## src/rtl/remote_pkg.sv

```systemverilog
// Shared constants and types for the remote command receiver.
package remote_pkg;

    localparam logic [7:0] REMOTE_HDR = 8'hA5;
    localparam logic [2:0] MAX_ACC    = 3'd4;

    typedef enum logic [1:0] {
        S_HDR,
        S_DATA,
        S_CHK
    } pkt_state_t;

    typedef struct packed {
        logic       car_sel;
        logic [1:0] rsvd;
        logic [2:0] acc;
        logic [1:0] omega;
    } cmd_data_t;

    // A data/checksum pair is usable when the checksum is the inverted data,
    // the reserved bits are clear and the acceleration is in range.
    function automatic logic cmd_ok(input logic [7:0] d_raw, input logic [7:0] chk);
        cmd_data_t d;
        d = d_raw;
        return (chk == ~d_raw) && (d.rsvd == 2'b00) && (d.acc <= MAX_ACC);
    endfunction

endpackage

```

## src/rtl/uart_rx_byte.sv

```systemverilog
// 8N1 UART byte receiver working on an already synchronized rx line.
module uart_rx_byte #(
    parameter int CLKS_PER_BIT = 434
) (
    input  logic       i_clk,
    input  logic       i_rst,
    input  logic       i_rx,
    output logic [7:0] o_byte,
    output logic       o_byte_valid,
    output logic       o_frame_err
);

    localparam int CW = (CLKS_PER_BIT > 1) ? $clog2(CLKS_PER_BIT) : 1;
    localparam logic [CW-1:0] HALF_M1 = CW'(CLKS_PER_BIT / 2 - 1);
    localparam logic [CW-1:0] FULL_M1 = CW'(CLKS_PER_BIT - 1);

    typedef enum logic [1:0] {
        RX_IDLE,
        RX_START,
        RX_DATA,
        RX_STOP
    } rx_state_t;

    rx_state_t      state;
    logic [CW-1:0]  cnt;
    logic [2:0]     bit_idx;
    logic [7:0]     shift;
    logic           rx_prev;

    // Bit-timing state machine: find a falling edge, confirm the start bit at
    // mid-bit, then take each data bit and the stop bit one bit period apart.
    always_ff @(posedge i_clk or posedge i_rst) begin
        if (i_rst) begin
            state        <= RX_IDLE;
            cnt          <= '0;
            bit_idx      <= '0;
            shift        <= '0;
            rx_prev      <= 1'b1;
            o_byte       <= '0;
            o_byte_valid <= 1'b0;
            o_frame_err  <= 1'b0;
        end else begin
            rx_prev      <= i_rx;
            o_byte_valid <= 1'b0;
            o_frame_err  <= 1'b0;
            case (state)
                RX_IDLE: begin
                    cnt <= '0;
                    if (rx_prev && !i_rx) begin
                        state <= RX_START;
                    end
                end
                RX_START: begin
                    if (cnt == HALF_M1) begin
                        cnt     <= '0;
                        bit_idx <= '0;
                        state   <= i_rx ? RX_IDLE : RX_DATA;
                    end else begin
                        cnt <= cnt + CW'(1);
                    end
                end
                RX_DATA: begin
                    if (cnt == FULL_M1) begin
                        cnt   <= '0;
                        shift <= {i_rx, shift[7:1]};
                        if (bit_idx == 3'd7) begin
                            state <= RX_STOP;
                        end else begin
                            bit_idx <= bit_idx + 3'd1;
                        end
                    end else begin
                        cnt <= cnt + CW'(1);
                    end
                end
                RX_STOP: begin
                    if (cnt == FULL_M1) begin
                        cnt   <= '0;
                        state <= RX_IDLE;
                        if (i_rx) begin
                            o_byte       <= shift;
                            o_byte_valid <= 1'b1;
                        end else begin
                            o_frame_err  <= 1'b1;
                        end
                    end else begin
                        cnt <= cnt + CW'(1);
                    end
                end
                default: state <= RX_IDLE;
            endcase
        end
    end

endmodule

```

## src/rtl/remote_cmd_rx.sv

```systemverilog
// Remote control packet receiver: decodes A5/D/~D packets into per-car
// acceleration and steering commands with a per-car link timeout.
module remote_cmd_rx
    import remote_pkg::*;
#(
    parameter int CLKS_PER_BIT   = 434,
    parameter int TIMEOUT_CYCLES = 5_000_000,
    parameter int GAP_CYCLES     = 4 * 10 * CLKS_PER_BIT
) (
    input  logic       i_clk,
    input  logic       i_rst,
    input  logic       i_rx,
    output logic [2:0] o_car1_acc,
    output logic [2:0] o_car2_acc,
    output logic [1:0] o_car1_omega,
    output logic [1:0] o_car2_omega,
    output logic       o_pkt_valid,
    output logic       o_err,
    output logic [1:0] o_link_up
);

    localparam int GW = $clog2(GAP_CYCLES + 2);
    localparam int TW = $clog2(TIMEOUT_CYCLES + 1);
    localparam logic [GW-1:0] GAP_LIMIT = GW'(GAP_CYCLES);
    localparam logic [GW-1:0] GAP_SAT   = GW'(GAP_CYCLES + 1);
    localparam logic [TW-1:0] TO_MAX    = TW'(TIMEOUT_CYCLES);
    localparam logic [TW-1:0] TO_LAST   = TW'(TIMEOUT_CYCLES - 1);

    logic [1:0]    sync_q;
    logic [7:0]    rx_byte;
    logic          rx_valid;
    logic          rx_ferr;
    pkt_state_t    state;
    logic [7:0]    data_q;
    cmd_data_t     cmd;
    logic [GW-1:0] gap_cnt;
    logic          accept;
    logic [2:0]    acc_q   [2];
    logic [1:0]    omega_q [2];
    logic [TW-1:0] to_cnt  [2];
    logic [1:0]    link_q;

    // Two-flop synchronizer for the asynchronous rx line; idles high.
    always_ff @(posedge i_clk or posedge i_rst) begin
        if (i_rst) begin
            sync_q <= 2'b11;
        end else begin
            sync_q <= {sync_q[0], i_rx};
        end
    end

    uart_rx_byte #(
        .CLKS_PER_BIT (CLKS_PER_BIT)
    ) u_rx (
        .i_clk        (i_clk),
        .i_rst        (i_rst),
        .i_rx         (sync_q[1]),
        .o_byte       (rx_byte),
        .o_byte_valid (rx_valid),
        .o_frame_err  (rx_ferr)
    );

    assign cmd    = data_q;
    assign accept = rx_valid && (state == S_CHK) && cmd_ok(data_q, rx_byte);

    // Packet framing: header, data, checksum, with framing and inter-byte
    // gap errors forcing a resync to the header state.
    always_ff @(posedge i_clk or posedge i_rst) begin
        if (i_rst) begin
            state       <= S_HDR;
            data_q      <= '0;
            gap_cnt     <= '0;
            o_pkt_valid <= 1'b0;
            o_err       <= 1'b0;
        end else begin
            o_pkt_valid <= 1'b0;
            o_err       <= 1'b0;
            if (rx_valid || rx_ferr) begin
                gap_cnt <= '0;
            end else if (gap_cnt != GAP_SAT) begin
                gap_cnt <= gap_cnt + GW'(1);
            end
            if (rx_ferr) begin
                o_err <= 1'b1;
                state <= S_HDR;
            end else if (rx_valid) begin
                case (state)
                    S_HDR: begin
                        if (rx_byte == REMOTE_HDR) begin
                            state <= S_DATA;
                        end
                    end
                    S_DATA: begin
                        data_q <= rx_byte;
                        state  <= S_CHK;
                    end
                    S_CHK: begin
                        if (accept) begin
                            o_pkt_valid <= 1'b1;
                        end else begin
                            o_err <= 1'b1;
                        end
                        state <= S_HDR;
                    end
                    default: state <= S_HDR;
                endcase
            end else if ((state != S_HDR) && (gap_cnt > GAP_LIMIT)) begin
                o_err <= 1'b1;
                state <= S_HDR;
            end
        end
    end

    // Per-car command registers and link timeout; a fresh packet beats expiry.
    always_ff @(posedge i_clk or posedge i_rst) begin
        if (i_rst) begin
            for (int n = 0; n < 2; n++) begin
                acc_q[n]   <= '0;
                omega_q[n] <= '0;
                to_cnt[n]  <= TO_MAX;
            end
            link_q <= 2'b00;
        end else begin
            for (int n = 0; n < 2; n++) begin
                if (accept && (cmd.car_sel == 1'(n))) begin
                    acc_q[n]   <= cmd.acc;
                    omega_q[n] <= cmd.omega;
                    link_q[n]  <= 1'b1;
                    to_cnt[n]  <= '0;
                end else if (to_cnt[n] != TO_MAX) begin
                    to_cnt[n] <= to_cnt[n] + TW'(1);
                    if (to_cnt[n] == TO_LAST) begin
                        acc_q[n]   <= '0;
                        omega_q[n] <= '0;
                        link_q[n]  <= 1'b0;
                    end
                end
            end
        end
    end

    assign o_car1_acc   = acc_q[0];
    assign o_car2_acc   = acc_q[1];
    assign o_car1_omega = omega_q[0];
    assign o_car2_omega = omega_q[1];
    assign o_link_up    = link_q;

endmodule

```

## config.mk

```make
export PLATFORM = sky130hd
export DESIGN_NAME = remote_cmd_rx
export DESIGN_NICKNAME = d
export VERILOG_FILES = /design/src/rtl/remote_pkg.sv /design/src/rtl/uart_rx_byte.sv /design/src/rtl/remote_cmd_rx.sv
export SDC_FILE = /design/constraint.sdc
export NUM_CORES = 1
export LEC_CHECK = 0
export BUFFER_PORTS_ARGS = -buffer_cell sky130_fd_sc_hd__buf_2
export CAP_MARGIN = 5
export CORE_ASPECT_RATIO = 1.25
export CORE_MARGIN = 2
export CORE_UTILIZATION = 50
export DETAILED_ROUTE_END_ITERATION = 6
export PLACE_DENSITY = 0.63
export SLEW_MARGIN = 20
export SYNTH_ARGS = -nofsm -noshare
export SYNTH_HDL_FRONTEND = slang
export SYNTH_SLANG_ARGS = --single-unit
```

## constraint.sdc

```tcl
create_clock -name i_clk -period 10.3 [get_ports i_clk]
set_input_delay 2.06 -clock i_clk [delete_from_list [all_inputs] [get_ports i_clk]]
set_output_delay 2.06 -clock i_clk [all_outputs]
set_load 0.02 [all_outputs]
```

### Yosys cells after proc, flatten, opt, wreduce, memory -nomap -nowiden

Cells that the tools add are included.

| operators by class | value |
|---|---|
| bitwise operators | 3 |
| magnitude comparators | 2 |
| add/sub/neg operators | 5 |
| equality and inequality tests | 22 |
| muxes and demuxes | 58 |
| reduce and logical (&&, ||, !) cells | 30 |

Operators with widths:

| operator | count |
|---|---|
| 23-bit two-way mux | 4 |
| 23-bit by 1-bit adder with 23-bit output, second input constant | 2 |
| 23-bit == test, second input constant | 2 |
| 23-bit inequality test, second input constant | 2 |
| 2-bit two-way mux | 16 |
| 15-bit two-way mux | 2 |
| 3-bit two-way mux | 9 |
| 9-bit case mux with 3 select lines | 1 |
| 1-bit two-way mux | 21 |
| 9-bit two-way mux | 2 |
| 15-bit by 1-bit adder with 15-bit output, second input constant | 1 |
| 15-bit > comparator, second input constant | 1 |
| 15-bit inequality test, second input constant | 1 |
| 2-bit nonzero test | 7 |
| 2-bit by 1-bit inequality test with 1-bit output, second input constant | 5 |
| 9-bit by 1-bit adder with 9-bit output, second input constant | 1 |
| 9-bit by 8-bit == test with 1-bit output, second input constant | 1 |
| 9-bit == test, second input constant | 1 |
| 8-bit == test | 1 |
| 8-bit == test, second input constant | 1 |
| 1-bit logical AND | 8 |
| 8-bit inverter | 1 |
| 2-bit case mux with 4 select lines | 1 |
| 2-bit AND reduction | 4 |
| other kinds (18) | 25 |

| storage, ports and cells | value |
|---|---|
| logic and storage cells | 142 |
| input port bits | 3 |
| register bits after elaboration | 120 |

### Logic depth before layout (Yosys ltp)

Gate-level depths: netlist of the first run.

| logic depth | value |
|---|---|
| word-level depth | 9 |
| gate-level depth with buffers | 6 |

### Hierarchy

Synthesis of the first run repeated with hierarchy kept, for this count alone.

| unflattened totals | value |
|---|---|
| cell total of the unflattened synthesis | 584 |
| area total of the unflattened synthesis | 6104.6 µm² |

By module, submodules not included:

| module | cells an instance | times used | sequential area each (µm²) | area each (µm²) |
|---|---|---|---|---|
| remote_cmd_rx | 457 | 1 | 2199.6 | 4493.1 |
| uart_rx_byte | 127 | 1 | 827.0 | 1611.5 |

### Worst setup path after synthesis of the first run

No wires, ideal clock.

| path | value |
|---|---|
| kind | register to output |
| start | register link_q[0] (netlist: o_link_up[0]) |
| end | output port o_link_up[0] |
| arrival time | 0.425 ns |
| path slack | 7.815 ns |
| stages on the path, launching flop included | 1 |
| required time | 8.240 ns |
| path through | dfrtp_1 |

RTL lines:

| item | RTL line | source |
|---|---|---|
| start: declaration | remote_cmd_rx.sv:41 | `logic [1:0] link_q;` |
| start signal: assignment | remote_cmd_rx.sv:122 | `link_q <= 2'b00;` |
| start signal: indexed assignment | remote_cmd_rx.sv:128 | `link_q[n] <= 1'b1;` |
| start signal: indexed assignment | remote_cmd_rx.sv:135 | `link_q[n] <= 1'b0;` |
| end: declaration | remote_cmd_rx.sv:19 | `output logic [1:0] o_link_up` |

No word-level cell between the ends.

==> results of run 1 <==
-- sequential cells by signal, summed over array words and instances (netlist names), 2 cells and up, named ones only --
name	cells
cmd	8
gap_cnt	15
o_car1_acc	3
o_car1_omega	2
o_car2_acc	3
o_car2_omega	2
o_link_up	2
state	2
sync_q	2
to_cnt	46
u_rx.bit_idx	3
u_rx.cnt	9
u_rx.o_byte	8
u_rx.shift	8
-- path summary, 6_finish.rpt --
path                                           start                          end  cells past startpoint
setup / recovery                               i_rst        to_cnt[7]$_DFFE_PP0P_                      3
setup reg to reg               to_cnt[0]$_DFFE_PP0P_       to_cnt[20]$_DFFE_PP0P_                      5
hold reg to reg                  sync_q[0]$_DFF_PP1_          sync_q[1]$_DFF_PP1_                      0
max in group i_clk         o_car1_acc[2]$_DFFE_PP0P_                o_car1_acc[2]                      1
hold / removal                   sync_q[0]$_DFF_PP1_          sync_q[1]$_DFF_PP1_                      0
min in group asynchronous                      i_rst  u_rx.bit_idx[1]$_DFFE_PP0P_                      2
-- logic make-up (layout without fill, tap and decap cells) --
| group | count (synthesis) | after routing | synth area share [%] |
|---|---|---|---|
| simple gates | 233 | 233 | 21.9 |
| flops | 120 | 120 | 50.2 |
| compound gates | 87 | 87 | 9.34 |
| buf+inv | 57 | 81 | 3.98 |
| xor+xnor | 44 | 44 | 6.39 |
| mux | 32 | 32 | 5.71 |
| fa+ha+maj | 12 | 12 | 2.49 |
-- synthesized netlist by cell type (all sizes together), types with 3 or more instances --
library cell / number / share of area [%]
and3: 7 / 0.73
nor3: 11 / 0.91
o31ai: 14 / 1.7
a21oi: 26 / 2.3
ha: 12 / 2.5
mux2i: 13 / 2.2
nor3b: 3 / 0.37
nand2: 32 / 2.0
xor2: 29 / 4.2
o21ai: 23 / 1.9
and4: 8 / 1.2
nand4: 28 / 2.9
xnor2: 15 / 2.2
inv: 30 / 1.9
nor4: 14 / 1.5
dfstp: 19 / 8.3
mux2: 19 / 3.5
nand3: 28 / 2.4
nor2b: 3 / 0.31
o31a: 4 / 0.58
clkbuf: 17 / 1.1
nor4bb: 4 / 0.66
buf: 10 / 1.1
dfrtp: 101 / 42
or4: 14 / 1.9
or3: 15 / 1.6
nor2: 47 / 2.9
nor4b: 5 / 0.73
-- worst max-delay path: cells and delay by family --
| kind | cells | cell delay [ns] |
|---|---|---|
| buf+inv | 3 | 1.36 |
-- cell type report --
cell class	count	area (sq um)	share of cell area [%]
clock buffers	25	526	7.59
clock inverters	7	160	2.31
inverters	30	115	1.66
multi-input cells	408	2790	40.3
flip-flops and latches	120	3030	43.7
well taps	161	201	2.91
repair buffers	19	103	1.48
-- routing by layer --
layer / track usage (%) / vias to the layer above / wire [microns]
met5: 0 / - / 0
met4: 6.04 / 0 / 162
met3: 5.34 / 16 / 279
met2: 35.2 / 62 / 6450
met1: 24.7 / 2209 / 5340
li1: - / 2151 / -
-- metrics by stage --
| step | instances | hold slack [ns] | worst slack, ns | total power, W |
|---|---|---|---|---|
| after global placement | 738 | 0.346 | 6.78 | 0.000562 |
| after floorplan | 585 | 0.345 | 5.09 | 0.000550 |
| final | 770 | 0.355 | 7.25 | 0.00123 |
| after CTS | 770 | 0.356 | 7.17 | 0.00125 |
| after detailed placement | 738 | 0.348 | 6.74 | 0.000566 |
| after global routing | 770 | 0.363 | 6.99 | 0.00128 |
-- cell usage in the layout, fill, tap and decap left out, drive strengths merged, types with 15 or more instances in the layout --
| cell | Yosys | routed |
|---|---|---|
| dfstp | 19 | 19 |
| dfrtp | 101 | 101 |
| buf | 10 | 19 |
| nand2 | 32 | 32 |
| clkbuf | 17 | 25 |
| xnor2 | 15 | 15 |
| a21oi | 26 | 26 |
| xor2 | 29 | 29 |
| nand3 | 28 | 28 |
| mux2 | 19 | 19 |
| inv | 30 | 30 |
| or3 | 15 | 15 |
| nand4 | 28 | 28 |
| nor2 | 47 | 47 |
| o21ai | 23 | 23 |
-- where the power goes --
group	switching (W)	internal, W
clock network	0.000201	0.000474
registers	0.0000205	0.000488
logic	0.0000275	0.0000209
total	0.000249	0.000983
==> metrics.md, run 1 <==
| Metric | Value |
|---|---|
| Status | finished clean |
| Setup TNS | 0 ns |
| PortBufs | 16 |
| Clock Latency Late Sink | 0.41 ns |
| Final Critical Period | 3.05 ns |
| Slowest library cell on the worst path | buf_4 |
| CP Max Fanout | 65 |
| Tightest Pin Transition | 0.819 ns |
| Crit end category | asynchronous set/reset pin |
| Fraction of layout cells with a size suffix above 1 | about 16% |
| Resized cells post-CTS | 0 |
| Rows | 44 |
| CP peak stage delay | 0.77 ns |
| Initial DRT Pass Iterations | 4 |
| Pleak | 2.93 nW |
| Post-placement cell area | 6230 sq um |
| Post-route ant nets | 0 |
| Clock sink total | 120 |
| CP Data Arrival Time | 3.48 ns |
| Initial cell density of the core | 51.7% |
| Post-synth EDFFs | 0 |
| Synth Warn # | 0 |
| Clock Tree Root | clkbuf_16 |
| First-pass GRT wire length | between 20 and 25 mm |
| I/O pin total | 17 |
| CTS tree | done |
| DR vias/cell | between 5 and 6 |
| Syn_area_per_cell | 10.3 sq um |
| # nets final | around 610 |
| Max clock buf depth | 2 |
| Pwr dens | 178 nW/um^2 |
| Yosys reg bits | 120 |
| Syn Nets | 600 |
| Primary FF master, synth | dfrtp_1 |
| Post-CTS Setup Inserts | 0 |
| Final Max Slew Viols | 0 |
| Htree depth | 4 |
| Post-DP HPWL | 8.24 mm |
| R2r setup slk | 8.10 ns |
| Grt ovf | 0 |
| Startpoint types | primary input |
| End-of-flow core utilization | between 50% and 60% |
| Max VDD drop | between 90 and 100 uV |
| Worst EP required | 10.73 ns |
| Design Area, Final | 6920 sq um |
| Max_slew headroom | 45.4% |
| Antenna Diode Count | 0 |
| TritonCTS Buffers | 17 |
| Maxcap violations | 0 |
| DR iter-0 viols | roughly 190 |
| Via Count | 4,438 |
| Synth cell types | 60 |
| Period utilization | 29.6% |
| Clk pin slew, worst setup/hold paths | 0.05 ns |
| Final setup viols | 0 |
| Post-synthesis sequential area ratio | 50.2% |
| Die ar. | roughly 13,000 sq um |
| Residual DRC | 0 |
| Setup CP Type | in -> async |
| Die height | 127 microns |
| Hold buffers post-CTS | 0 |
| Post-Syn Instances | 585 |
| Vias in the first global route | around 4,300 |
| GRT Util Overall | 20.3% |
| Post-Route WL | ~12 mm |
| Die width | 102 microns |
| Min-Delay Path Class | reg -> reg |
| Layout Skew | 0.00689 ns |
| Area of the core | 11,700 sq um |
| Fmax | 0.328 GHz |
| WL/cell | between 15 and 20 microns |
| GPL Wtd Cong | approximately 0.82 |
| Initial antenna violation count | 0 |
| # fillers | between 1,000 and 1,500 |
| P&R area growth vs syn | 14.8% |
| Async SR Flop Fraction | 100% |
| Final hold violation count | 0 |
| Synth Cell Area | 6030 sq um |
| RSZ-0062 raised after global routing | no |
| Critical path cell sequence | buf_2, inv_4, buf_4 |
| Largest net degree at the start of global routing | 66 |
Note: power is estimated with default switching activity, not from simulation.
==> run 2: changes to the inputs <==
- clock period: 10.3 -> 2.82 ns (I/O delays scaled with it)
==> metrics.md, run 2 (synthesized netlist as in run 1, its figures left out) <==
| Metric | Value |
|---|---|
| P&R area growth vs syn | 13.1% (was 14.8%) |
| Initial cell density of the core | 51.7% (unchanged) |
| Rows | 44 (unchanged) |
| Status | finished clean (unchanged) |
| Layout Skew | 0.0115 ns (was 0.00689 ns) |
| Top reg by flops | to_cnt (unchanged) |
| CP Max Fanout | 9 (was 65) |
| Tightest Pin Transition | 0.748 ns (was 0.819 ns) |
| Fraction of layout cells with a size suffix above 1 | 16.1% (was 15.8%) |
| Pleak | 2.85 nW (was 2.93 nW) |
| Via Count | 4,379 (was 4,438) |
| Post-DP HPWL | 7.73 mm (was 8.24 mm) |
| Vias in the first global route | 4,403 (was 4,338) |
| Clk pin slew, worst setup/hold paths | 0.06 ns (was 0.05 ns) |
| RSZ-0062 raised after global routing | no (unchanged) |
| Resized cells post-CTS | 0 (unchanged) |
| Max VDD drop | 497 uV (was 96.4 uV) |
| CP Data Arrival Time | 2.49 ns (was 3.48 ns) |
| DR vias/cell | 5.68 (was 5.76) |
| Area of the core | 11,700 sq um (unchanged) |
| Final Max Slew Viols | 0 (unchanged) |
| Maxcap violations | 0 (unchanged) |
| TritonCTS Buffers | 17 (unchanged) |
| Multi-input gate area | 2780 sq um (was 2790 sq um) |
| Register Area | 3030 sq um (unchanged) |
| Grt ovf | 0 (unchanged) |
| Max reg flops | 46 (unchanged) |
| Max clock buf depth | 2 (unchanged) |
| Die width | 102 microns (unchanged) |
| Die height | 127 microns (unchanged) |
| # nets final | 612 (was 611) |
| Total Power | 0.00410 W (was 0.00123 W) |
| Antenna Diode Count | 0 (unchanged) |
| Hold buffers post-CTS | 0 (unchanged) |
| Clock Latency Late Sink | 0.43 ns (was 0.41 ns) |
| Largest regs | to_cnt (46), gap_cnt (15), u_rx.cnt (9) (unchanged) |
| R2r setup slk | 0.67 ns (was 8.10 ns) |
| Worst EP required | 3.17 ns (was 10.73 ns) |
| First-pass GRT wire length | 20.3 mm (was 20.7 mm) |
| R2r worst-path depth | 5 (unchanged) |
| Max_slew headroom | 50.1% (was 45.4%) |
| Most common cell after layout, fill and taps aside | dfrtp_1 (unchanged) |
| GPL Wtd Cong | 0.846 (was 0.824) |
| GRT Util Overall | 19.8% (was 20.3%) |
| DR iter-0 viols | 232 (was 186) |
| Initial antenna violation count | 0 (unchanged) |
| PortBufs | 16 (unchanged) |
| Clock sink total | 120 (unchanged) |
| Final setup viols | 0 (unchanged) |
| Pwr dens | 601 nW/um^2 (was 178 nW/um^2) |
| Initial DRT Pass Iterations | 4 (unchanged) |
| CTS tree | done (unchanged) |
| I/O pin total | 17 (unchanged) |
| Die ar. | 13,000 sq um (unchanged) |
| Setup TNS | 0 ns (unchanged) |
| Crit end category | register (was asynchronous set/reset pin) |
| Hold Path Cell Cnt | 1 (was 0) |
| Residual DRC | 0 (unchanged) |
| Post-CTS Setup Inserts | 0 (unchanged) |
| Final hold violation count | 0 (unchanged) |
| WL/cell | 15.2 microns (was 15.9 microns) |
| Post-route ant nets | 0 (unchanged) |
| Period utilization | 76.1% |
| Htree depth | 4 (unchanged) |
| Post-Route WL | 11.7 mm (was 12.2 mm) |
| Startpoint types | register (was primary input) |
| Setup CP Type | reg -> reg (was in -> async) |
| Final Critical Period | 2.15 ns |
| Min-Delay Path Class | in -> reg (was reg -> reg) |
| # fillers | 1,033 (was 1,009) |
| Most frequent cells in the layout | 101 x dfrtp_1, 47 x nor2_1, 32 x nand2_1 (unchanged) |
| Fmax | approximately 0.47 GHz |
| Largest net degree at the start of global routing | 121 (was 66) |
| Clock Tree Root | clkbuf_16 (unchanged) |
==> run 2: final cells by class <==
cell class,count,share of cell area [%]
sequential,120,44.4
inverter,30,1.71
multi-input combinational,408,40.8
clock buffer,17,6.24
timing repair buffer,20,1.80
tap,161,2.95
clock inverter,15,2.13
==> run 2: power breakdown <==
group	total [W]	switching [W]	internal [W]
sequential	0.00186	0.0000767	0.00178
clock	0.00206	0.000841	0.00122
combinational	0.000179	0.000101	0.0000777
==> run 2: path summary, 6_finish.rpt <==
path | start | endpoint
setup / recovery | to_cnt[0]$_DFFE_PP0P_ | to_cnt[20]$_DFFE_PP0P_
hold / removal | i_rx | sync_q[0]$_DFF_PP1_
min in group asynchronous | i_rst | o_car2_acc[0]$_DFFE_PP0P_
hold reg to reg | sync_q[0]$_DFF_PP1_ | sync_q[1]$_DFF_PP1_
setup reg to reg | to_cnt[0]$_DFFE_PP0P_ | to_cnt[20]$_DFFE_PP0P_
max in group asynchronous | i_rst | gap_cnt[8]$_DFFE_PP0P_
==> run 2: metrics by stage <==
stage | utilization [%] | setup slack [ns] | std cells | cell area (sq um) | hold WS, ns
6_report | 58.4 | 0.673 | 771 | 6820 | 0.239
5_1_grt | 58.4 | 0.561 | 771 | 6820 | 0.224
4_1_cts | 58.4 | 0.669 | 771 | 6820 | 0.219
3_5_place_dp | 53.5 | 0.693 | 739 | 6250 | 0.350
3_3_place_gp | 53.5 | 0.738 | 739 | 6250 | 0.348
2_1_floorplan | - | 0.802 | 585 | 6030 | 0.345
==> run 2: critical path, stage by stage, from the launching register on <==
cell	delay, ns
dfrtp_1	0.42
ha_1	0.24
nand4_1	0.14
or4_1	0.69
or4_1	0.44
a21oi_1	0.15
==> run 2: layer usage <==
metal	track usage, %	part of all wire [%]	vias to the layer above
met4	8.94	2.5	0
met2	32.1	49	59
met3	4.63	2.6	25
met5	0	0	-
met1	25.1	46	2145
li1	-	-	2150
